File: src/rtl/reg_wb_arbiter_pkg.sv
// Shared constants for the register-file write-back arbiter: default widths and
// the fixed requester slot assignment.
package reg_wb_arbiter_pkg;

   localparam int unsigned WB_DATA_WIDTH = 32;
   localparam int unsigned WB_ADDR_WIDTH = 5;
   localparam int unsigned WB_ADDR_NUM   = 2 ** WB_ADDR_WIDTH;

   localparam int unsigned WB_ALU = 0;
   localparam int unsigned WB_LSU = 1;
   localparam int unsigned WB_MUL = 2;

endpackage

File: src/rtl/reg_wb_arbiter_rr_arbiter.sv
// Round-robin arbiter: one-hot grant searching upward from ptr with wraparound;
// ptr moves past the winner only when the grant is taken.
module reg_wb_arbiter_rr_arbiter #(
   parameter int unsigned NREQ = 3
) (
   input  logic            clk,
   input  logic            rst,
   input  logic [NREQ-1:0] req,
   output logic [NREQ-1:0] grant,
   input  logic            advance
);

   localparam int unsigned PW = (NREQ > 1) ? $clog2(NREQ) : 1;

   logic [PW-1:0] ptr_q, ptr_d, win;
   logic          found;
   int            idx;

   always_comb begin
      grant = '0;
      win   = ptr_q;
      found = 1'b0;
      idx   = 0;
      for (int k = 0; k < int'(NREQ); k++) begin
         idx = int'(ptr_q) + k;
         if (idx >= int'(NREQ)) idx = idx - int'(NREQ);
         if (!found && req[idx]) begin
            found      = 1'b1;
            grant[idx] = 1'b1;
            win        = PW'(idx);
         end
      end
      // Nothing is accepted while in reset, so pending valids are dropped.
      if (rst) grant = '0;
   end

   always_comb begin
      ptr_d = ptr_q;
      if (advance) begin
         ptr_d = (win == PW'(NREQ - 1)) ? '0 : win + PW'(1);
      end
   end

   always_ff @(posedge clk) begin
      if (rst) ptr_q <= '0;
      else     ptr_q <= ptr_d;
   end

endmodule

File: src/rtl/reg_wb_arbiter.sv
// Write-back arbiter: round-robin shares the reg_file write port, registers the
// winning write, and tracks a busy scoreboard for RAW hazard detection.
module reg_wb_arbiter
   import reg_wb_arbiter_pkg::*;
#(
   parameter int unsigned NREQ       = 3,
   parameter int unsigned DATA_WIDTH = WB_DATA_WIDTH,
   parameter int unsigned ADDR_WIDTH = WB_ADDR_WIDTH
) (
   input  logic                       clk,
   input  logic                       rst,
   input  logic [NREQ-1:0]            req_valid,
   output logic [NREQ-1:0]            req_ready,
   input  logic [NREQ*ADDR_WIDTH-1:0] req_waddr,
   input  logic [NREQ*DATA_WIDTH-1:0] req_wdata,
   output logic                       rf_wen,
   output logic [ADDR_WIDTH-1:0]      rf_waddr,
   output logic [DATA_WIDTH-1:0]      rf_wdata,
   input  logic                       issue_valid,
   input  logic [ADDR_WIDTH-1:0]      issue_rd,
   input  logic [ADDR_WIDTH-1:0]      chk_raddr1,
   input  logic [ADDR_WIDTH-1:0]      chk_raddr2,
   output logic                       hazard1,
   output logic                       hazard2,
   output logic [2**ADDR_WIDTH-1:0]   busy
);

   localparam int unsigned ADDR_NUM = 2 ** ADDR_WIDTH;

   logic [NREQ-1:0]       grant;
   logic                  transfer;
   logic [ADDR_WIDTH-1:0] sel_waddr;
   logic [DATA_WIDTH-1:0] sel_wdata;

   logic                  rf_wen_q;
   logic [ADDR_WIDTH-1:0] rf_waddr_q;
   logic [DATA_WIDTH-1:0] rf_wdata_q;
   logic [ADDR_NUM-1:0]   busy_q;

   reg_wb_arbiter_rr_arbiter #(
      .NREQ(NREQ)
   ) u_rr_arbiter (
      .clk    (clk),
      .rst    (rst),
      .req    (req_valid),
      .grant  (grant),
      .advance(transfer)
   );

   assign req_ready = grant;
   assign transfer  = |(req_valid & grant);

   always_comb begin
      sel_waddr = '0;
      sel_wdata = '0;
      for (int i = 0; i < int'(NREQ); i++) begin
         if (grant[i]) begin
            sel_waddr = req_waddr[i*ADDR_WIDTH +: ADDR_WIDTH];
            sel_wdata = req_wdata[i*DATA_WIDTH +: DATA_WIDTH];
         end
      end
   end

   // Writes to x0 are accepted from the requester but never reach the reg_file.
   always_ff @(posedge clk) begin
      if (rst) begin
         rf_wen_q   <= 1'b0;
         rf_waddr_q <= '0;
         rf_wdata_q <= '0;
      end else if (transfer) begin
         rf_wen_q   <= (sel_waddr != '0);
         rf_waddr_q <= sel_waddr;
         rf_wdata_q <= sel_wdata;
      end else begin
         rf_wen_q   <= 1'b0;
      end
   end

   // A new issue to r outranks a retiring write to r: the newer producer owns it.
   always_ff @(posedge clk) begin
      if (rst) begin
         busy_q <= '0;
      end else begin
         busy_q[0] <= 1'b0;
         for (int r = 1; r < int'(ADDR_NUM); r++) begin
            if (issue_valid && (issue_rd == ADDR_WIDTH'(r))) begin
               busy_q[r] <= 1'b1;
            end else if (rf_wen_q && (rf_waddr_q == ADDR_WIDTH'(r))) begin
               busy_q[r] <= 1'b0;
            end
         end
      end
   end

   assign rf_wen   = rf_wen_q;
   assign rf_waddr = rf_waddr_q;
   assign rf_wdata = rf_wdata_q;
   assign busy     = busy_q;
   assign hazard1  = busy_q[chk_raddr1];
   assign hazard2  = busy_q[chk_raddr2];

endmodule

File: config.mk
export PLATFORM = sky130hd
export DESIGN_NAME = reg_wb_arbiter
export DESIGN_NICKNAME = d
export VERILOG_FILES = /design/src/rtl/reg_wb_arbiter_pkg.sv /design/src/rtl/reg_wb_arbiter_rr_arbiter.sv /design/src/rtl/reg_wb_arbiter.sv
export SDC_FILE = /design/constraint.sdc
export NUM_CORES = 1
export LEC_CHECK = 0
export BUFFER_PORTS_ARGS = -buffer_cell sky130_fd_sc_hd__clkbuf_2
export CAP_MARGIN = 20
export CORE_ASPECT_RATIO = 2
export CORE_MARGIN = 4
export CORE_UTILIZATION = 29
export CTS_BUF_LIST = sky130_fd_sc_hd__clkbuf_8
export CTS_CLUSTER_SIZE = 20
export DETAILED_ROUTE_END_ITERATION = 6
export HOLD_SLACK_MARGIN = 0.12
export PLACE_DENSITY = 0.66
export SLEW_MARGIN = 20
export SYNTH_ARGS = -nofsm -noshare
export SYNTH_HDL_FRONTEND = slang
export SYNTH_SLANG_ARGS = --single-unit
File: constraint.sdc
create_clock -name clk -period 2.2 [get_ports clk]
set_input_delay 0.11 -clock clk [delete_from_list [all_inputs] [get_ports clk]]
set_output_delay 0.11 -clock clk [all_outputs]
set_load 0.01 [all_outputs]
==> impl_results.md <==
* Post-Syn Nets at 634
* Fin area at between 7000 and 8000 um2
* Worst hold path depth at 4
* Clock group share of total power at 0.123
* Overflow after GRT at 0
* TritonCTS clock tree: yes
* Failing checks: setup timing
* Drt pass-1 iters at 5
* Horiz. Die Dim at 96.3 um
* Worst Reg-to-Reg Cells at 10
* Most common cell in the netlist: dfxtp_1
* CP dominant cell by count: mux2i_4
* Comb pwr share at 0.643
* Initial antenna violation count at 1
* Storage element area at 1440 um2
* Status: finished, violations left
* Area of the multi-input gates at 3120 um2
* Cells after Synth at 498
* CTS sink cnt at 71
* Worst-margin pin slew at 0.580 ns
* Final Skew at 0.00876 ns
* Post-Syn Area per Cell at between 9 and 10 um2
* Synth top area cells: dfxtp_1 (31%), mux4_2 (9.0%), o211ai_2 (8.3%)
* Leakage at 3.18 nW
* Share of the synthesized area in the top cell type at 0.315
* Worst Setup Start Kind: register
* CORE AREA at 15,300 um2
* Final Wtd Congestion at 0.928
* DRC errors left at 0
* Maximum fanout along the worst path at 7
* Post-synth cell types at 53
* Final setup viols at 45
* Crit path cell chain: inv_4, ha_4, mux2i_4, mux2i_4, a211oi_4, o21ba_4, buf_4, a221oi_4, nor2_2, o41a_1
* Hold Vio Cnt, Final at 0
* Share of post-route cells with drive strength above 1 at 0.513
* Num ports at 207
* Pwr Density at 1050 nW/um2
* Crit-path leading delay family: compound AO/OA/AOI/OAI gates
* Final worst path period share at 1.15
* WP buf/inv at 2
* Critical path depth in cells at 10
* Cell Int Power at 4.55 mW
* Worst VDD drop at 0.00103 V
* Seq pwr share at 0.234
* Drt via density at 5.35
* Fin. max-slew vios at 0
* Largest area contributor in the netlist: dfxtp_1
* Max Cap Viol at 0
* Vias in the first global route at 5,332
* Final Worst Setup Slack at -0.341 ns
* All-layer global routing usage at 0.206
* Worst skew pair latency at 0.36 ns
* WL per Instance at 19.4 um
* Hold Path Class: in2reg
* Fmax at 394 MHz
* Top_reg_cell synth: dfxtp_1
* Ys Warns at 0
* Sw Pwr at 3.14 mW
* Chip height at 185 um
* RSZ-0062 raised after global routing: yes
* Largest net degree at the start of global routing at 56
* TNS Setup at -11.33 ns
* Slowest stage delay, CP at 0.42 ns
* Post-synthesis sequential area ratio at 0.315
* DP Area at 6050 um2
* Ys async rst share at 0
* Antenna Nets Post-Route at 0
* # rows at 64
* Routed WL at just under 20 mm
* PortBufs at 205
* First-pass GRT wire length at 28.0 mm
* Min cycle time layout at around 2.5 ns
* Cell area after synthesis at roughly 4500 um2
* Slew headroom at 0.613
* Routed vias at 5,331
* Post-synth EDFFs at 0
* CTS Buf Count at 9
* Number of H-tree levels at 3
* Setup CP Type: reg2reg
* Detail Placement HPWL at 13.9 mm
* Nets@finish at 930
* Clock root cell: clkbuf_8
* Critical path required time at 2.44 ns
* Max clock buf depth at 2
* Crit. End Element: register
* Yosys reg bits at 71
* DR iter-0 viols at 230
* Top cells by count, synth: dfxtp_1 (71), nand2b_1 (40), o21ai_0 (40), nand2_1 (39), a21oi_1 (35)
* Area grow syn2layout at 62.7%
* Clock slew at reported path FFs at 0.08 ns
* Arr. time, crit path at 2.78 ns
* DIE AREA at 17,800 um2
* Switching Fraction at 0.408
* Final-layout fill cell count at 1,437
* Final Core Density at 0.481
* Worst path slowest cell: o41a_1
* Starting Density at 0.295
[repair_timing]
action / 4_1_cts / 5_1_grt
setup endpoints to repair: 45 / 45
hold endpoints to repair: 42 / 0
cloned: 4 / 6
buffers inserted: 10 / 12
hold buffers: 44 / 0
gates resized for setup: 51 / 33
pin swaps: 33 / 30
[power by group through the flow]
stage / logic [mW] / registers [mW] / clock network, mW
3_5_place_dp: 3.69 / 1.81 / 0
2_1_floorplan: 2.16 / 1.88 / 0
4_1_cts: 4.45 / 1.80 / 0.970
5_1_grt: 5.28 / 1.84 / 1.02
3_3_place_gp: 3.67 / 1.81 / 0
6_report: 4.95 / 1.80 / 0.943
[cell type report]
type	count	share of cell area
flip-flops and latches	71	0.196
clock inverters	3	0.00170
clock buffers	11	0.0206
multi-input cells	374	0.424
well taps	198	0.0337
diodes	1	0.000340
inverters	8	0.00511
repair buffers	330	0.319
[routing by layer]
layer,global-route usage,wire length (um),share of wire
met1,0.220,6760,0.35
met2,0.361,10200,0.53
met3,0.0396,1200,0.062
met4,0.128,1150,0.059
met5,0,0,0
[sequential cells by signal, indices dropped and copies added (netlist names)]
register            cells
busy                   31
u_rr_arbiter.ptr_q      2
rf_wdata               32
rf_waddr                5
rf_wen                  1
[worst register-to-register path, delay by kind of cell (launching register included)]
kind,cells,cell delay (ns)
buf+inv,2,0.20
simple gates,1,0.08
fa+ha+maj,1,0.21
flops,1,0.38
compound gates,4,1.06
mux,2,0.51
[metrics by stage]
step	instances	setup WS (ns)	hold slack (ns)	total power, mW
floorplan	498	-0.132	0.268	4.04
global placement	908	-0.379	0.371	5.49
detailed placement	908	-0.411	0.377	5.50
CTS	980	-0.304	0.120	7.21
global route	996	-0.448	0.132	8.14
finish	996	-0.341	0.131	7.69
[path summary, 6_finish.rpt]
check                             start           end  slack, ns
setup / recovery  u_rr_arbiter.ptr_q[1]        rf_wen      -0.34
hold / removal            req_wdata[20]  rf_wdata[20]       0.13
setup reg to reg  u_rr_arbiter.ptr_q[1]        rf_wen      -0.34
hold reg to reg            rf_wdata[25]  rf_wdata[25]       0.47
[cells in the final DEF (no fill, tap or decap), types with 4 or more instances in the layout]
| cell type | count |
|---|---|
| nand2b_1 | 39 |
| nand2_1 | 38 |
| buf_8 | 4 |
| o211ai_1 | 4 |
| clkbuf_8 | 11 |
| nor2_1 | 14 |
| buf_12 | 8 |
| buf_4 | 55 |
| nand3_1 | 12 |
| o211ai_2 | 30 |
| a21oi_1 | 35 |
| dlygate4sd3_1 | 44 |
| dfxtp_1 | 60 |
| nor2b_1 | 10 |
| o21ai_0 | 37 |
| o21ai_1 | 27 |
| inv_1 | 5 |
| mux4_2 | 18 |
| buf_6 | 12 |
| clkbuf_16 | 5 |
| clkbuf_2 | 202 |
| dfxtp_2 | 9 |
| a221o_1 | 34 |
| a21o_1 | 5 |
| o21ai_2 | 9 |
[cells by family after synthesis]
group	after synthesis	synth area share
buffers and inverters	54	0.0612
other	1	0.000830
AOI/OAI and AO/OA	207	0.344
adders and majority gates	4	0.0111
DFF	71	0.315
muxes	27	0.115
and+or+nand+nor	134	0.154
(Power assumes the default switching activity.)
